`src/rtl/mult_seq_pkg.sv`:
```
// Shared types and constants for the digit-serial multiplier built on an 8x8 signed core.
package mult_seq_pkg;
    localparam int DIGIT_W = 7;
    localparam int MUL_W   = 8;

    typedef enum logic [1:0] {IDLE, MUL, DONE} mult_state_t;
endpackage

```
`src/rtl/hlr_bm2.sv`:
```
// Combinational 8x8 signed multiplier producing an exact 16-bit product.
module hlr_bm2 (
    input  logic signed [7:0]  a,
    input  logic signed [7:0]  b,
    output logic signed [15:0] p
);
    assign p = a * b;
endmodule

```
`src/rtl/mult_seq_via8.sv`:
```
// Sequential 2*WIDTH-bit signed/unsigned multiply(-accumulate) that walks all
// 7-bit digit pairs through one shared 8x8 signed multiplier, one pair per clock.
module mult_seq_via8
    import mult_seq_pkg::*;
#(
    parameter  int DIGITS = 3,
    localparam int WIDTH  = DIGIT_W * DIGITS
) (
    input  logic               i_clk,
    input  logic               i_rst,
    input  logic               i_valid,
    output logic               o_ready,
    input  logic [WIDTH-1:0]   i_a,
    input  logic [WIDTH-1:0]   i_b,
    input  logic               i_signed,
    input  logic               i_mac,
    output logic               o_valid,
    input  logic               i_ready,
    output logic [2*WIDTH-1:0] o_z
);
    localparam int ZW    = 2 * WIDTH;
    localparam int IDX_W = $clog2(DIGITS);
    localparam logic [IDX_W-1:0] LAST = IDX_W'(DIGITS - 1);

    mult_state_t state, state_nx;

    logic [WIDTH-1:0] a_r, b_r;
    logic             s_r;
    logic [IDX_W-1:0] ia, ib;
    logic [ZW-1:0]    acc, z;
    logic             rdy;

    logic                            accept, last;
    logic [DIGITS-1:0][MUL_W-1:0]    a_dig, b_dig;
    logic signed [2*MUL_W-1:0]       pp;
    logic [ZW-1:0]                   pp_ext, pp_sh, acc_sum;
    logic [IDX_W:0]                  dsum;

    assign accept  = i_valid && rdy;
    assign last    = (ia == LAST) && (ib == LAST);
    assign o_ready = rdy;
    assign o_valid = (state == DONE);
    assign o_z     = z;

    // Only the top digit carries the sign; lower digits are always non-negative.
    for (genvar k = 0; k < DIGITS; k++) begin : g_dig
        if (k == DIGITS - 1) begin : g_top
            assign a_dig[k] = {s_r & a_r[WIDTH-1], a_r[DIGIT_W*k +: DIGIT_W]};
            assign b_dig[k] = {s_r & b_r[WIDTH-1], b_r[DIGIT_W*k +: DIGIT_W]};
        end else begin : g_low
            assign a_dig[k] = {1'b0, a_r[DIGIT_W*k +: DIGIT_W]};
            assign b_dig[k] = {1'b0, b_r[DIGIT_W*k +: DIGIT_W]};
        end
    end

    hlr_bm2 u_mul (
        .a (a_dig[ia]),
        .b (b_dig[ib]),
        .p (pp)
    );

    assign dsum    = {1'b0, ia} + {1'b0, ib};
    assign pp_ext  = {{(ZW-2*MUL_W){pp[2*MUL_W-1]}}, pp};
    assign pp_sh   = pp_ext << (DIGIT_W * dsum);
    assign acc_sum = acc + pp_sh;

    always_comb begin
        state_nx = state;
        case (state)
            IDLE:    if (accept)  state_nx = MUL;
            MUL:     if (last)    state_nx = DONE;
            DONE:    if (i_ready) state_nx = IDLE;
            default:              state_nx = IDLE;
        endcase
    end

    // Ready is registered so it stays low throughout reset without an input-to-output path.
    always_ff @(posedge i_clk) begin
        if (i_rst) begin
            state <= IDLE;
            rdy   <= 1'b0;
        end else begin
            state <= state_nx;
            rdy   <= (state_nx == IDLE);
        end
    end

    always_ff @(posedge i_clk) begin
        if (i_rst) begin
            a_r <= '0;
            b_r <= '0;
            s_r <= 1'b0;
            ia  <= '0;
            ib  <= '0;
            acc <= '0;
            z   <= '0;
        end else begin
            case (state)
                IDLE: if (accept) begin
                    a_r <= i_a;
                    b_r <= i_b;
                    s_r <= i_signed;
                    acc <= i_mac ? z : '0;
                    ia  <= '0;
                    ib  <= '0;
                end
                MUL: begin
                    acc <= acc_sum;
                    if (last) begin
                        ia <= '0;
                        ib <= '0;
                        z  <= acc_sum;
                    end else if (ib == LAST) begin
                        ib <= '0;
                        ia <= ia + 1'b1;
                    end else begin
                        ib <= ib + 1'b1;
                    end
                end
                default: ;
            endcase
        end
    end
endmodule
```
`config.mk`:
```
export PLATFORM = sky130hd
export DESIGN_NAME = mult_seq_via8
export DESIGN_NICKNAME = d
export VERILOG_FILES = /design/src/rtl/mult_seq_pkg.sv /design/src/rtl/hlr_bm2.sv /design/src/rtl/mult_seq_via8.sv
export SDC_FILE = /design/constraint.sdc
export NUM_CORES = 1
export LEC_CHECK = 0
export CAP_MARGIN = 20
export CORE_MARGIN = 8
export CORE_UTILIZATION = 55
export CTS_CLUSTER_DIAMETER = 100
export DETAILED_ROUTE_END_ITERATION = 16
export PLACE_DENSITY = 0.76
export REMOVE_ABC_BUFFERS = 1
export SLEW_MARGIN = 5
export SYNTH_ARGS = -nofsm -noshare
export SYNTH_HDL_FRONTEND = slang
export SYNTH_SLANG_ARGS = --single-unit
```
`constraint.sdc`:
```
create_clock -name i_clk -period 10.5 [get_ports i_clk]
set_input_delay 1.05 -clock i_clk [delete_from_list [all_inputs] [get_ports i_clk]]
set_output_delay 1.05 -clock i_clk [all_outputs]
set_load 0.005 [all_outputs]
```
==> qor.txt <==
Status -> finished clean
Hold Crit Class -> flip-flop to flip-flop
Crit path DAT -> 10.16 ns
Final hold violation count -> 0
I/O pin count -> 92
Largest net degree at the start of global routing -> 90
Postcts setup bufs -> 0
CTS tree -> done
Worst vdd ir -> 0.000101 V
Post-route DRC -> 0
Worst Setup End Kind -> flip-flop
Vias in the first global route -> 11.0k
Clock Skew -> 0.0106 ns
DR iter-0 viols -> 1254
Mux contribution to synthesized area -> 4.27%
Routed len/inst -> 17.8 um
Root buffer cell -> clkbuf_16
Synth-to-layout area growth -> 13.3%
Final Max Tran Viols -> 0
Starting Density -> 55.6%
Synth Instances -> 1588
Pre-CTS setup slack -> 0.811 ns
Slew of the pin with the lowest slew margin -> 1.03 ns
Initial antenna violation count -> 0
CTS Hold Bufs -> 0
Layout cells sized above 1 -> 5.63%
First-pass GRT wire length -> 56600 um
Sink Count -> 134
Syn avg cell area -> 7.59 um2
Std-Cell Rows -> 54
Slack of the critical path -> 0.700 ns
Netlist cell types -> 82
Die W -> 164 um
Placer Congestion -> 0.935
Min cycle time layout -> 9.80 ns
Final Cycle Share -> 93.3%
Crit path top cell by count -> fa_1
Area contributors post-synth -> dfxtp_1 (22%), fa_1 (10%), nand2_1 (8.0%), ha_1 (7.9%), a21oi_1 (6.7%)
Buffers on Ports -> 91
DIE AREA -> 26900 um2
Pleak -> 5.57 nW
Synth Register Bits -> 134
Adder-Cell Fraction of Synth Area -> 17.9%
Startpoint types -> flip-flop
GR Overflow Total -> 0
Number of synthesized flops with an enable pin -> 0
Fill cells -> 1931
Post-CTS Resized -> 0
ANT nets after route -> 0
Simple-gate share of the synthesized area -> 22.4%
Ys async rst share -> 0%
Final wirelength -> 34100 um
Via count -> 11.6k
Vias per cell -> 6.05
Setup violators final -> 0
Main synth FF type -> dfxtp_1
Top cell type's share of synthesized area -> 22.3%
GRT Total Usage -> 25.9%
Tot Pwr -> 1.43 mW
Crit Path Class -> flip-flop to flip-flop
CP Data Required Time -> 10.86 ns
Post-Syn Area -> 12100 um2
Slew HR -> 31.4%
Drt first pass iters -> 6
Max cap viols -> 0
Cell taking the most area after synthesis -> dfxtp_1
Yosys warnings -> 0
Setup tns final -> 0 ns
Slowest stage delay, CP -> 0.82 ns
Nets -> 1805
RSZ-0062 raised after global routing -> no
Core Box Area -> 21700 um2
HPWL Detailed -> 25000 um
Clock tree buffer depth -> 2
Synth Area in Compound Gates -> 23.0%
Num CTS Buffers -> 17
Clk_lat worst skew -> 0.44 ns
F_max -> 102 MHz
Post-Synth XOR/XNOR Area -> 3.34%
Die Y -> 164 um
Power Density -> 105 nW/um2
Crit-path max FO -> 16
CTS H-Tree Depth -> 4
Hold slack -> 0.454 ns
Clk pin slew, worst setup/hold paths -> 0.06 ns
Largest family of logic cells by synthesized area -> compound AO/OA/AOI/OAI gates
CP max-delay cell -> nor2b_1
Register area share after synthesis -> 22.3%
[worst max-delay path, delay by kind of cell (launching register included)]
family,cells,cell delay [ns]
buffers and inverters,3,0.14
and+or+nand+nor,7,2.70
adders and majority gates,6,2.75
AOI/OAI and AO/OA,9,2.51
muxes,3,1.02
DFF,1,0.55
[path summary, 6_finish.rpt]
kind                         from                   end  slack, ns  depth (start not counted)
max reg2reg    ib[1]$_SDFFE_PP0P_  o_z[40]$_SDFFE_PP0P_       0.70                         28
max            ib[1]$_SDFFE_PP0P_  o_z[40]$_SDFFE_PP0P_       0.70                         28
min reg2reg  a_r[14]$_SDFFE_PP0P_  a_r[14]$_SDFFE_PP0P_       0.45                          2
min          a_r[14]$_SDFFE_PP0P_  a_r[14]$_SDFFE_PP0P_       0.45                          2
[power breakdown]
group          switching, mW  internal [mW]  total (mW)
Sequential            0.0149          0.529       0.544
Combinational          0.157         0.0919       0.249
Clock                  0.273          0.361       0.634
Total                  0.445          0.982        1.43
[cell usage after synthesis (4+ instances only)]
library cell  count
or2_2             6
clkbuf_1         77
a211oi_1         24
nand2b_1         14
xor2_1           18
a211o_1           5
o22ai_1          16
or3_1             8
nand2_1         257
dfxtp_1         134
mux2_2            8
nand3_1          65
inv_1           107
mux2i_1          33
nor3_1           25
xnor2_1          28
o21a_1           13
a31oi_1          16
o31a_1            5
o22a_1            9
a21oi_1         162
and3_1           21
buf_6             6
ha_1             76
buf_1             7
nor2b_1          17
nor4b_1           7
and2_1           11
nor3b_1           7
fa_1             60
o21ai_0          55
o211ai_1         12
o21bai_1          7
nor4_1            6
a21o_1           21
a221oi_1          4
o21ai_1           5
a311oi_1         31
o31ai_1           7
nor2_1          138
[through the flow]
step	util [%]	cell area [um2]	instances
2_1_floorplan	-	11600	1491
3_3_place_gp	60.2	13100	1882
3_5_place_dp	60.2	13100	1882
4_1_cts	63.0	13700	1914
5_1_grt	63.0	13700	1914
6_report	63.0	13700	1915
[flip-flops by register name, summed over array words and instances, names as in the netlist]
| name | count |
|---|---|
| a_r | 21 |
| b_r | 21 |
| ia | 2 |
| state | 2 |
| acc | 42 |
| ib | 2 |
| o_ready | 1 |
| s_r | 1 |
| o_z | 42 |
[cell usage in the layout, fill, tap and decap left out, drive strengths merged, types with 25 or more instances in the layout]
cell type / instances
a211oi: 27
a21oi: 163
a311oi: 31
clkdlybuf4s50: 90
dfxtp: 134
fa: 60
ha: 76
inv: 117
mux2i: 33
nand2: 257
nand3: 65
nor2: 139
nor3: 25
o21ai: 60
xnor2: 28
[kinds of logic after synthesis]
logic type      after synthesis
compound gates              425
xor+xnor                     46
fa+ha+maj                   136
buf+inv                     205
flops                       134
mux                          45
simple gates                597
[per-layer routing]
layer,track usage (%),up-vias,wire (um)
li1,-,5620,-
met1,36.1,5536,15700
met2,40.3,398,15500
met3,5.94,39,2510
met4,5.45,0,446
met5,0,-,0
[cell type report]
| class | count | area [um2] | share of cell area (%) |
|---|---|---|---|
| Tap cell | 280 | 350 | 2.57 |
| Multi-Input combinational cell | 1249 | 8550 | 62.6 |
| Clock buffer | 17 | 425 | 3.11 |
| Clock inverter | 15 | 180 | 1.32 |
| Antenna cell | 1 | 2.50 | 0.0183 |
| Timing Repair Buffer | 111 | 1060 | 7.75 |
| Sequential cell | 134 | 2680 | 19.6 |
| Inverter | 108 | 405 | 2.97 |
Note: power is estimated with default switching activity, not from simulation.
